## src/rtl/mac_mul_sched_pkg.sv

```systemverilog
// rtl/mac_mul_sched_pkg.sv - shared cfg/state encodings and pass-count helper for mac_mul_sched
package mac_mul_sched_pkg;

    localparam int MAC_MIN_WIDTH = 8;

    typedef enum logic [1:0] {
        CFG_SINGLE  = 2'd0,
        CFG_DUAL    = 2'd1,
        CFG_QUAD    = 2'd2,
        CFG_INVALID = 2'd3
    } cfg_e;

    typedef enum logic [1:0] {
        ST_IDLE = 2'd0,
        ST_RUN  = 2'd1,
        ST_DONE = 2'd2
    } state_e;

    // Number of B slices the multiplier must be run over for a given mode.
    function automatic logic [2:0] pass_count(input cfg_e cfg);
        case (cfg)
            CFG_SINGLE: return 3'd1;
            CFG_DUAL:   return 3'd2;
            CFG_QUAD:   return 3'd4;
            default:    return 3'd1;
        endcase
    endfunction

endpackage

```

## src/rtl/mac_mul_sched_if.sv

```systemverilog
// rtl/mac_mul_sched_if.sv - request/result/multiplier bus for mac_mul_sched (res_err with MAC_SCHED_ERR_EN)
interface mac_mul_sched_if #(
    parameter int MIN_W = 8,
    parameter int NREQ  = 2
);
    logic [NREQ-1:0]         req_valid;
    logic [NREQ-1:0]         req_ready;
    logic [NREQ*4*MIN_W-1:0] req_a;
    logic [NREQ*4*MIN_W-1:0] req_b;
    logic [NREQ*2-1:0]       req_cfg;
    logic                    res_valid;
    logic                    res_ready;
    logic [8*MIN_W-1:0]      res_data;
    logic [1:0]              res_id;
    logic                    busy;
    logic [MIN_W-1:0]        mul_a0;
    logic [MIN_W-1:0]        mul_a1;
    logic [MIN_W-1:0]        mul_a2;
    logic [MIN_W-1:0]        mul_a3;
    logic [MIN_W-1:0]        mul_b2;
    logic [1:0]              mul_cfg;
    logic [5*MIN_W-1:0]      mul_c;
`ifdef MAC_SCHED_ERR_EN
    logic                    res_err;
`endif

    modport slave (
        input  req_valid, req_a, req_b, req_cfg, res_ready, mul_c,
        output req_ready, res_valid, res_data, res_id, busy,
        output mul_a0, mul_a1, mul_a2, mul_a3, mul_b2, mul_cfg
`ifdef MAC_SCHED_ERR_EN
        , output res_err
`endif
    );

    modport master (
        output req_valid, req_a, req_b, req_cfg, res_ready, mul_c,
        input  req_ready, res_valid, res_data, res_id, busy,
        input  mul_a0, mul_a1, mul_a2, mul_a3, mul_b2, mul_cfg
`ifdef MAC_SCHED_ERR_EN
        , input res_err
`endif
    );

endinterface

```

## src/rtl/mac_mul_sched_rr_arb.sv

```systemverilog
// rtl/mac_mul_sched_rr_arb.sv - NREQ-wide round-robin arbiter (mac_rr_arb)
module mac_rr_arb #(
    parameter int NREQ = 2
) (
    input  logic [NREQ-1:0] i_req,
    input  logic [1:0]      i_ptr,
    output logic [NREQ-1:0] o_grant,
    output logic [1:0]      o_idx,
    output logic            o_any
);

    logic [2:0] w_pos;

    // Scan from the pointer upward, wrapping, and take the first requester seen.
    always_comb begin
        o_grant = '0;
        o_idx   = '0;
        o_any   = 1'b0;
        w_pos   = '0;
        for (int i = 0; i < NREQ; i++) begin
            w_pos = {1'b0, i_ptr} + 3'(i);
            if (w_pos >= 3'(NREQ)) w_pos = w_pos - 3'(NREQ);
            for (int j = 0; j < NREQ; j++) begin
                if (!o_any && (w_pos == 3'(j)) && i_req[j]) begin
                    o_any      = 1'b1;
                    o_idx      = 2'(j);
                    o_grant[j] = 1'b1;
                end
            end
        end
    end

endmodule

```

## src/rtl/mac_mul_sched.sv

```systemverilog
// rtl/mac_mul_sched.sv - round-robin job sequencer for a shared slice multiplier (res_err with MAC_SCHED_ERR_EN)
module mac_mul_sched
    import mac_mul_sched_pkg::*;
#(
    parameter int MIN_W = MAC_MIN_WIDTH,
    parameter int NREQ  = 2
) (
    input  logic           clk,
    input  logic           rst,
    mac_mul_sched_if.slave bus
);

    localparam int AW = 4 * MIN_W;
    localparam int RW = 8 * MIN_W;

    state_e            r_state;
    state_e            w_state_nxt;
    logic [1:0]        r_ptr;
    logic [1:0]        r_id;
    logic [1:0]        r_k;
    logic [AW-1:0]     r_a;
    logic [AW-1:0]     r_b;
    cfg_e              r_cfg;
    logic [RW-1:0]     r_acc;

    logic [NREQ-1:0]   w_grant;
    logic [1:0]        w_idx;
    logic              w_any;
    logic              w_accept;
    logic              w_last;
    logic [AW-1:0]     w_sel_a;
    logic [AW-1:0]     w_sel_b;
    cfg_e              w_sel_cfg;
    logic [MIN_W-1:0]  w_b_byte;
    logic [RW-1:0]     w_pp;

    mac_rr_arb #(.NREQ(NREQ)) u_arb (
        .i_req   (bus.req_valid),
        .i_ptr   (r_ptr),
        .o_grant (w_grant),
        .o_idx   (w_idx),
        .o_any   (w_any)
    );

    always_comb begin
        w_sel_a   = '0;
        w_sel_b   = '0;
        w_sel_cfg = CFG_SINGLE;
        for (int j = 0; j < NREQ; j++) begin
            if (w_idx == 2'(j)) begin
                w_sel_a   = bus.req_a[j*AW +: AW];
                w_sel_b   = bus.req_b[j*AW +: AW];
                w_sel_cfg = cfg_e'(bus.req_cfg[j*2 +: 2]);
            end
        end
    end

    always_comb begin
        w_b_byte = '0;
        for (int j = 0; j < 4; j++) begin
            if (r_k == 2'(j)) w_b_byte = r_b[j*MIN_W +: MIN_W];
        end
    end

    assign w_accept = (r_state == ST_IDLE) && w_any;
    assign w_last   = ({1'b0, r_k} == (pass_count(r_cfg) - 3'd1));
    // Partial product for slice k lands k bytes up in the accumulator.
    assign w_pp     = RW'(bus.mul_c) << (r_k * MIN_W);

    always_comb begin
        w_state_nxt = r_state;
        case (r_state)
            ST_IDLE: if (w_any) w_state_nxt = (w_sel_cfg == CFG_INVALID) ? ST_DONE : ST_RUN;
            ST_RUN:  if (w_last) w_state_nxt = ST_DONE;
            ST_DONE: if (bus.res_ready) w_state_nxt = ST_IDLE;
            default: w_state_nxt = ST_IDLE;
        endcase
    end

    always_ff @(posedge clk or negedge rst) begin
        if (!rst) begin
            r_state <= ST_IDLE;
            r_ptr   <= '0;
            r_id    <= '0;
            r_k     <= '0;
            r_a     <= '0;
            r_b     <= '0;
            r_cfg   <= CFG_SINGLE;
            r_acc   <= '0;
        end else begin
            r_state <= w_state_nxt;
            if (w_accept) begin
                r_a   <= w_sel_a;
                r_b   <= w_sel_b;
                r_cfg <= w_sel_cfg;
                r_id  <= w_idx;
                r_acc <= '0;
                r_k   <= '0;
                r_ptr <= (w_idx == 2'(NREQ - 1)) ? 2'd0 : w_idx + 2'd1;
            end else if (r_state == ST_RUN) begin
                r_acc <= r_acc + w_pp;
                r_k   <= r_k + 2'd1;
            end
        end
    end

    assign bus.req_ready = (r_state == ST_IDLE) ? w_grant : '0;
    assign bus.busy      = (r_state != ST_IDLE);
    assign bus.res_valid = (r_state == ST_DONE);
    assign bus.res_data  = (r_state == ST_DONE) ? r_acc : '0;
    assign bus.res_id    = (r_state == ST_DONE) ? r_id : 2'd0;
`ifdef MAC_SCHED_ERR_EN
    assign bus.res_err   = (r_state == ST_DONE) && (r_cfg == CFG_INVALID);
`endif

    // SINGLE/DUAL ride the upper lanes so the multiplier keeps one alignment for narrow modes.
    always_comb begin
        bus.mul_a0  = '0;
        bus.mul_a1  = '0;
        bus.mul_a2  = '0;
        bus.mul_a3  = '0;
        bus.mul_b2  = '0;
        bus.mul_cfg = '0;
        if (r_state == ST_RUN) begin
            bus.mul_cfg = r_cfg;
            bus.mul_b2  = w_b_byte;
            case (r_cfg)
                CFG_SINGLE: bus.mul_a2 = r_a[0 +: MIN_W];
                CFG_DUAL: begin
                    bus.mul_a2 = r_a[0 +: MIN_W];
                    bus.mul_a3 = r_a[MIN_W +: MIN_W];
                end
                CFG_QUAD: begin
                    bus.mul_a0 = r_a[0 +: MIN_W];
                    bus.mul_a1 = r_a[MIN_W +: MIN_W];
                    bus.mul_a2 = r_a[2*MIN_W +: MIN_W];
                    bus.mul_a3 = r_a[3*MIN_W +: MIN_W];
                end
                default: ;
            endcase
        end
    end

endmodule

```

## src/flat_wrapper.sv

```systemverilog
// flat-port wrapper written by rule: the top's interface ports become plain ports
module mac_mul_sched_flat import mac_mul_sched_pkg::*;
#(
    parameter int MIN_W = MAC_MIN_WIDTH,
    parameter int NREQ  = 2
)
  (clk, rst, bus_req_valid, bus_req_a, bus_req_b, bus_req_cfg, bus_res_ready, bus_mul_c, bus_req_ready, bus_res_valid, bus_res_data, bus_res_id, bus_busy, bus_mul_a0, bus_mul_a1, bus_mul_a2, bus_mul_a3, bus_mul_b2, bus_mul_cfg);
  mac_mul_sched_if #(.MIN_W(MIN_W), .NREQ(NREQ)) bus_i ();
  input  logic clk;
  input  logic rst;
  input wire logic [$bits(bus_i.req_valid)-1:0] bus_req_valid;
  input wire logic [$bits(bus_i.req_a)-1:0] bus_req_a;
  input wire logic [$bits(bus_i.req_b)-1:0] bus_req_b;
  input wire logic [$bits(bus_i.req_cfg)-1:0] bus_req_cfg;
  input wire logic [$bits(bus_i.res_ready)-1:0] bus_res_ready;
  input wire logic [$bits(bus_i.mul_c)-1:0] bus_mul_c;
  output wire logic [$bits(bus_i.req_ready)-1:0] bus_req_ready;
  output wire logic [$bits(bus_i.res_valid)-1:0] bus_res_valid;
  output wire logic [$bits(bus_i.res_data)-1:0] bus_res_data;
  output wire logic [$bits(bus_i.res_id)-1:0] bus_res_id;
  output wire logic [$bits(bus_i.busy)-1:0] bus_busy;
  output wire logic [$bits(bus_i.mul_a0)-1:0] bus_mul_a0;
  output wire logic [$bits(bus_i.mul_a1)-1:0] bus_mul_a1;
  output wire logic [$bits(bus_i.mul_a2)-1:0] bus_mul_a2;
  output wire logic [$bits(bus_i.mul_a3)-1:0] bus_mul_a3;
  output wire logic [$bits(bus_i.mul_b2)-1:0] bus_mul_b2;
  output wire logic [$bits(bus_i.mul_cfg)-1:0] bus_mul_cfg;
  assign bus_i.req_valid = bus_req_valid;
  assign bus_i.req_a = bus_req_a;
  assign bus_i.req_b = bus_req_b;
  assign bus_i.req_cfg = bus_req_cfg;
  assign bus_i.res_ready = bus_res_ready;
  assign bus_i.mul_c = bus_mul_c;
  assign bus_req_ready = bus_i.req_ready;
  assign bus_res_valid = bus_i.res_valid;
  assign bus_res_data = bus_i.res_data;
  assign bus_res_id = bus_i.res_id;
  assign bus_busy = bus_i.busy;
  assign bus_mul_a0 = bus_i.mul_a0;
  assign bus_mul_a1 = bus_i.mul_a1;
  assign bus_mul_a2 = bus_i.mul_a2;
  assign bus_mul_a3 = bus_i.mul_a3;
  assign bus_mul_b2 = bus_i.mul_b2;
  assign bus_mul_cfg = bus_i.mul_cfg;
  mac_mul_sched #(.MIN_W(MIN_W), .NREQ(NREQ)) u_core (.clk(clk), .rst(rst), .bus(bus_i));
endmodule
```

## config.mk

```make
export PLATFORM = sky130hd
export DESIGN_NAME = mac_mul_sched_flat
export DESIGN_NICKNAME = d
export VERILOG_FILES = /design/src/rtl/mac_mul_sched_pkg.sv /design/src/rtl/mac_mul_sched_if.sv /design/src/rtl/mac_mul_sched_rr_arb.sv /design/src/rtl/mac_mul_sched.sv /design/src/flat_wrapper.sv
export SDC_FILE = /design/constraint.sdc
export NUM_CORES = 1
export LEC_CHECK = 0
export ABC_AREA = 0
export BUFFER_PORTS_ARGS = -buffer_cell sky130_fd_sc_hd__buf_2
export CAP_MARGIN = 10
export CORE_MARGIN = 10
export CORE_UTILIZATION = 40
export DETAILED_ROUTE_END_ITERATION = 8
export SLEW_MARGIN = 20
export SYNTH_ARGS = -nofsm -noshare
export SYNTH_HDL_FRONTEND = slang
export SYNTH_SLANG_ARGS = --single-unit
```

## constraint.sdc

```tcl
create_clock -name clk -period 5.7 [get_ports clk]
set_clock_uncertainty 0.1 [all_clocks]
set_input_delay 1.14 -clock clk [delete_from_list [all_inputs] [get_ports clk]]
set_output_delay 1.14 -clock clk [all_outputs]
set_load 0.005 [all_outputs]
```

Yosys cells after proc, flatten, opt, wreduce, memory -nomap -nowiden. Cells that the tools add are included. Widths: inputs -> output; s select.

Word-level logic and storage cells: 100. Output and inout bits: 112. Input bits: 177. Register bits: 138.

Muxes and demuxes: 46. Add/subtract/negate cells: 7. Order comparisons: 2. Reduce and logical (&&, ||, !) cells: 21. Shift operators: 1. Equality and inequality tests: 15.

Operators with widths (count): $mux 64 (3); $mux 32 (4); $mux 8 (11); $add 64x64->64 (1); $shl 40x5->64 (1); $pmux 8 s2 (2); $mux 2 (14); $eq 2x2->1 const B (5); $eq 2x1->1 const B (4); $logic_and 1x1->1 (8); $logic_not 2->1 (4); $mux 1 (8); $eq 3x1->1 const B (2); $logic_not 3->1 (2); $mux 3 (2); $pmux 2 s3 (1); $pmux 3 s2 (1); $add 2x1->2 const B (2); $ne 2x1->1 const B (2); $reduce_bool 2->1 (2); $add 2x1->3 const B (1); $eq 2x3->1 (1); $ge 3x2->1 const B (1); $logic_not 1->1 (3); 7 further kinds (7).

Depth between registers and ports, before layout. Gate-level depths: netlist (run 1).

Word-level depth: 24. Gate-level depth with buffers: 17. Gate-level depth less buffers: 15.

By module. A second synthesis (run 1) with hierarchy kept.

Cells, all modules: 1495. Area, all modules: 12022.8 µm².

Modules (own cells, without submodules): mac_mul_sched (instances 1, cells each 1486, area each 11970.2 µm²); mac_rr_arb (instances 1, cells each 9, area each 52.6 µm²).

Least setup slack after synthesis (run 1). OpenSTA, ideal clock, no wires.

Path type: reg-to-reg. From: register u_core.r_k[0]. To: register u_core.r_acc[57]. Setup slack: 1.243 ns. Path buffers: 4. Arrival time: 4.235 ns. Data required time: 5.478 ns. Stages on the path, launching flop included: 17. Path through: dfrtp_1 clkbuf_1 clkbuf_1 buf_1 mux2i_1 mux2i_1 ha_1 clkbuf_1 a21o_1 a21o_1 a221oi_1 nor3_1 a2111oi_4 nor4_2 o211a_1 or3_1 a32o_1.

Cells in the longest elaborated chain, start to end: 4.

Ends and longest elaborated chain: from (decl) (line mac_mul_sched.sv:20) `logic [1:0] r_k;`; from (signal assigned) (line mac_mul_sched.sv:102) `r_k <= r_k + 2'd1;`; $shl 40x5->64 (line mac_mul_sched.sv:68) `assign w_pp = RW'(bus.mul_c) << (r_k * MIN_W);`; $add 64x64->64 (line mac_mul_sched.sv:101) `r_acc <= r_acc + w_pp;`; $mux 64 (line mac_mul_sched.sv:100) `end else if (r_state == ST_RUN) begin`; $mux 64 (line mac_mul_sched.sv:92) `if (w_accept) begin`; to (signal assigned) (line mac_mul_sched.sv:101); to (decl) (line mac_mul_sched.sv:24) `logic [RW-1:0] r_acc;`.

No other way between the ends. The select of a mux whose other input is x is not followed. A chain may end at the register's enable or synchronous reset.

Worst setup path in the final report (run 1).
From: register u_core.r_k[0]. To: register u_core.r_acc[59].

Same word-level chain as after synthesis.

==> results of run 1 <==
## metrics by stage
step	worst slack, ns	util
3_5_place_dp	0.915	0.465
2_1_floorplan	1.24	-
6_report	1.06	0.486
5_1_grt	0.791	0.486
4_1_cts	1.18	0.486
3_3_place_gp	0.898	0.465
## cell families (layout without fill, tap and decap cells)
kind of cell               after synthesis  after routing  synth area share
DFF                                    136            136             0.303
other                                    1              2          0.000334
muxes                                   40             40            0.0365
and+or+nand+nor                        526            526             0.231
buffers and inverters                  128            361            0.0434
xor gates and xnor gates                57             57            0.0444
adders and majority gates               73             73            0.0820
AOI/OAI and AO/OA                      426            426             0.259
## critical path, cell delays in order, from the launching register on
cell and delay [ns]:
dfrtp_2 0.51, buf_4 0.40, mux2_2 0.43, nor2_1 0.13
a21oi_1 0.08, ha_1 0.46, nand2_1 0.11, o21ai_0 0.51
a21oi_1 0.19, o41ai_1 0.39, o21ai_0 0.19, a31oi_1 0.29
o31ai_1 0.15, a21oi_1 0.22, o21ai_0 0.10, a32o_1 0.26
## synth_stat cells (8+ instances only)
library cell,number
o21ai_0,106
nor3_1,8
nor2_1,125
a21oi_1,116
a22o_1,13
a221o_1,64
a21o_1,33
clkbuf_1,92
dfrtp_1,136
o21bai_1,13
xor2_1,24
nand3_1,22
mux2i_1,32
inv_1,27
and2_1,74
and3_1,97
nand2b_1,13
nand4_1,15
nand2_1,144
ha_1,72
xnor2_1,33
a22oi_1,16
mux2_2,8
a31oi_1,8
nor2b_1,9
## report_power, final
group          leakage, nW  switching (W)  internal, W
combinational         4.85        0.00303      0.00191
clock                0.285       0.000539     0.000623
sequential            1.73       0.000355      0.00141
total                 6.86        0.00392      0.00394
## layout make-up
class                   instances  area, um2
multi-input cells            1123       7370
inverters                      28        105
diodes                          1       2.50
clock inverters                15        164
clock buffers                  17        425
fillers                      2860      14300
flip-flops and latches        136       3410
well taps                     378        473
repair buffers                301       1550
## metal layers
metal  vias to the layer above  part of all wire
met4                         0             0.027
met5                         -                 0
met3                        61             0.063
li1                       5500                 -
met1                      5503              0.45
met2                       467              0.46
## flip-flops by register name, summed over array words and instances (netlist names)
signal          flops
u_core.r_acc       64
u_core.r_id         1
u_core.r_b         32
u_core.r_state      2
u_core.r_a         32
u_core.r_cfg        2
u_core.r_ptr        1
u_core.r_k          2
## layout by cell type, fill, tap and decap left out, drive strengths merged, types with 15 or more instances in the layout
cell type  synthesis  final
buf                8    301
nand2            144    144
dfrtp            136    136
nor2             125    125
a21oi            116    116
o21ai            109    109
and3              97     97
and2              76     76
ha                72     72
a221o             64     64
inv               28     36
a21o              34     34
xnor2             33     33
mux2i             32     32
xor2              24     24
nand3             23     23
clkbuf            92     17
a22oi             16     16
nand4             15     15
## worst paths after layout
path,startpoint,endpoint,cells past startpoint
worst max-delay path,u_core.r_k[0],u_core.r_acc[59],15
worst min register to register,u_core.r_id[0],u_core.r_id[0],2
worst max register to register,u_core.r_k[0],u_core.r_acc[59],15
min in group asynchronous,rst,u_core.r_acc[40],1
max in group asynchronous,rst,u_core.r_k[1],2
worst min-delay path,u_core.r_id[0],u_core.r_id[0],2
==> impl_metrics.toml, run 1 <==
[run_status]
outcome = "finished clean"

[synthesis]
synth.distinct_cells = 65
synth-main-ff-cell = "dfrtp_1"
ys_top_cells_by_area = "dfrtp_1, ha_1, a221o_1"
synth_top_area_share = 0.303
synth_area_per_cell_um2 = 8.10
synth_edf_count = 0
syn_area_um2 = 11200
synth_nets = 1637
synth_async_sr_flop_share = 1.00
synthCells = 1387
ys_seq_elements = 136
yosys_warnings = 0
synth.yosys.seq_area_share = 0.303
synth_top_area_cell = "dfrtp_1"

[place]
placed_cells = 1966
place_hpwl_um = 32400
port_buffers = 287
place_area_um2 = 12900
place_congestion = 0.989

[run]
max_cap_viol_count = 0

[detailed_routing]
drtIter0Drc = 1020
avgViaCountPerCell = 5.77
ant_nets = 0
drt-pass1-iter-count = 5
route.detailed.drc = 0
via_count = 11531
wl_per_cell_um = 21.7
postRouteWirelength_um = 43300

[critical_path]
worstPathArrival_ns = 4.86
rrSetupSlack_ns = 1.06
crit_fanout = 23
required_ns = 5.92
critPathKind = "flip-flop to flip-flop"
crit_path_end_kind = "flip-flop"
start_kind = "flip-flop"

[global_route]
grt_pass1_vias = 11304
grt_max_degree = 73
use_met1 = 0.320
grtUsageTotal = 0.236
grt_pass1_wl_um = 66800
grt-ovfl-total = 0
antenna_found_initial = 1
grt_use_met3 = 0.0377
use_met2 = 0.372
grt.busiest_layer = "met2"

[sta]
drv_slew = 0
fin_hold_ws_ns = 0.366
final.period_utilization = 0.814
max_freq_mhz = 215
worst_pin_slew_ns = 0.837
finalSetupViolCount = 0
rsz0062_at_grt = "no"
relSlewSlack = 0.439
hold_viol_final = 0
finalCriticalPeriod_ns = 4.64
finalSetupTns_ns = 0

[floorplanning]
dieArea_um2 = 35200
rows = 61
coreArea_um2 = 27800
die_w_um = 188
die_h_um = 188
initial_utilization = 0.404
ios = 289

[final_layout]
final_area_um2 = 13500
nets = 1857
stdcell_count = 1999
drive_gt1_frac = 0.227
area_growth_pct = 20.1

[cts]
clkSinkCount = 136
clk_latency_ns = 0.44
cts-root-buf = "clkbuf_16"
cts_made_buffers = 17
tritoncts = "yes"
h-tree-depth = 4
cts_resized = 0
cts_buffer_depth = 2
path_clk_slew_ns = 0.07
ctsHoldBuffers = 0
post_cts_buffers = 0

[pwr]
power.density_nw_per_um2 = 583
p_leak_nw = 6.86
ir_drop_mv = 0.234
fin_total_pwr_w = 0.00787

[worst_hold_path]
min_path_type = "flip-flop to flip-flop"
Power figures use the tool's default switching activity.
==> run 2: changes to the inputs <==
Settings changed: ABC_AREA 0 to 1.
Clock period 5.7 ns to 4.15 ns, I/O delays scaled along.
==> run 2 against run 1 <==
  * Clock power grew 46%
  * Flip-flop and latch count is the same
  * Sequential power grew 34%
  * Synthesized cell count grew 62%
  * Core utilization shrank 0.23 points
  * Register-to-register slack lost 0.53 ns
  * Highest routed layer is now met5
==> impl_metrics.toml, run 2 <==
[final_layout]
multiInputGateArea_um2 = 7980
seqCellArea_um2 = 3410
top_register = "u_core.r_acc"
final_cell_mix = "nand2_1, inv_1, buf_2"
top_regs = "u_core.r_acc x64, u_core.r_a x32, u_core.r_b x32"
area_growth_pct = 19.1
nets = 2759
largest_reg_flops = 64
final_common_cell = "nand2_1"
fillers = 3518
drive_gt1_frac = 0.155
stdcell_count = 2967

[synthesis]
ys_top_cells_by_area = "dfrtp_1, nand2_1, inv_1"
synth_async_sr_flop_share = 1.00
synth_nets = 2503
synth_top_area_cell = "dfrtp_1"
synth-main-ff-cell = "dfrtp_1"
syn_area_um2 = 13200
synthCells = 2253
ys_seq_elements = 136
synth_top_area_share = 0.257
synth_area_per_cell_um2 = 5.88
synth.distinct_cells = 37
synthTopCellsByCount = "nand2_1, inv_1, nor2_1, dfrtp_1, nand3_1"
yosys_warnings = 0
synth.yosys.seq_area_share = 0.257
synth_edf_count = 0
synth_most_common_cell = "nand2_1"

[cts]
clk_latency_ns = 0.45
cts_resized = 0
clkSinkCount = 136
cts-root-buf = "clkbuf_16"
post_cts_buffers = 0
ctsHoldBuffers = 0
cts_made_buffers = 17
cts_buffer_depth = 2
tritoncts = "yes"
path_clk_slew_ns = 0.07
h-tree-depth = 4

[sta]
drv_slew = 0
hold_viol_final = 0
relSlewSlack = 0.375
finalCriticalPeriod_ns = 3.82
finalSetupTns_ns = 0
finalSetupViolCount = 0
max_freq_mhz = 262
final.period_utilization = 0.920
rsz0062_at_grt = "no"
worst_pin_slew_ns = 0.938

[floorplanning]
coreArea_um2 = 32600
initial_utilization = 0.406
die_w_um = 202
dieArea_um2 = 40800
rows = 66
ios = 289
die_h_um = 202

[detailed_routing]
wl_per_cell_um = 19.3
top_layer_used = "met5"
route.met3.wl_um = 4510
drt-pass1-iter-count = 6
wl_met2_um = 26300
ant_nets = 0
avgViaCountPerCell = 5.09
drtIter0Drc = 1399
postRouteWirelength_um = 57400
via_count = 15110
m1WireLength_um = 25500
route.detailed.drc = 0

[global_route]
grt-ovfl-total = 0
grtUsageTotal = 0.277
grt_max_degree = 89
grt_pass1_wl_um = 86900
antenna_found_initial = 8
grt_pass1_vias = 14786

[run_status]
outcome = "finished clean"

[critical_path]
crit_fanout = 17
path_cells = "inv_1 > ha_1 > a21oi_1 > o31ai_1 > o21ai_0 > nor2_1 > buf_2"
crit_path_end_kind = "primary output"
critPathKind = "flip-flop to primary output"
max_stage_delay_ns = 0.62
required_ns = 3.22
worstPathArrival_ns = 2.89
start_kind = "flip-flop"
crit_path_top_delay_cell = "ha_1"

[pwr]
power.density_nw_per_um2 = 718
ir_drop_mv = 0.352
p_leak_nw = 9.30

[place]
place_congestion = 1.04
port_buffers = 287
place_hpwl_um = 47400
placed_cells = 2932

[run]
max_cap_viol_count = 0

[worst_hold_path]
min_path_type = "primary input to asynchronous set/reset pin"
-- run 2: cell families (layout without fill, tap and decap cells) --
family | count (synthesis) | in the layout | share of synthesized area
muxes | 42 | 42 | 0.0317
adders and majority gates | 73 | 73 | 0.0695
DFF | 136 | 136 | 0.257
xor gates and xnor gates | 23 | 23 | 0.0152
and+or+nand+nor | 1239 | 1239 | 0.372
AOI/OAI and AO/OA | 246 | 246 | 0.112
other | 1 | 5 | 0.000283
buffers and inverters | 493 | 761 | 0.142
-- run 2: layout make-up --
class,count,share of cell area
multi-input cells,1624,0.506
flip-flops and latches,136,0.216
diodes,4,0.000635
well taps,442,0.0351
inverters,421,0.100
clock buffers,20,0.0283
repair buffers,309,0.103
clock inverters,11,0.0109
-- run 2: per-stage QoR --
step	cell area, um2	power [W]	util	setup slack [ns]	hold slack [ns]
after floorplan	13200	0.00708	-	1.15	0.344
after global placement	15100	0.00950	0.464	0.471	0.361
after detailed placement	15100	0.00954	0.464	0.502	0.363
after CTS	15800	0.0113	0.483	0.333	0.378
after global routing	15800	0.0123	0.483	0.253	0.395
final	15800	0.0113	0.484	0.333	0.353
-- run 2: per-layer routing --
layer	track usage	vias to the layer above
li1	-	7447
met1	0.363	7008
met2	0.456	595
met3	0.0587	54
met4	0.0642	6
met5	0	-
-- run 2: where the power goes --
part | internal [W] | total [W] | switching (W)
Clock | 0.00102 | 0.00169 | 0.000667
Sequential | 0.00191 | 0.00237 | 0.000462
Combinational | 0.00231 | 0.00726 | 0.00496
Total | 0.00523 | 0.0113 | 0.00609
-- run 2: path summary, 6_finish.rpt --
path	slack, ns	cells past startpoint	startpoint	to
setup / recovery	0.33	7	u_core.r_k[0]	bus_mul_b2[0]
hold / removal	0.35	1	rst	u_core.r_acc[19]
setup reg to reg	0.53	15	u_core.r_k[0]	u_core.r_acc[47]
hold reg to reg	0.37	2	u_core.r_b[31]	u_core.r_b[31]
max in group asynchronous	2.82	2	rst	u_core.r_b[11]
min in group clk	0.37	2	u_core.r_b[31]	u_core.r_b[31]
-- run 2: critical path: cells and delay by family (launching register included) --
| kind | cells | cell delay (ns) |
|---|---|---|
| simple gates | 1 | 0.14 |
| fa+ha+maj | 1 | 0.62 |
| flops | 1 | 0.55 |
| compound gates | 3 | 0.43 |
| buf+inv | 2 | 0.68 |
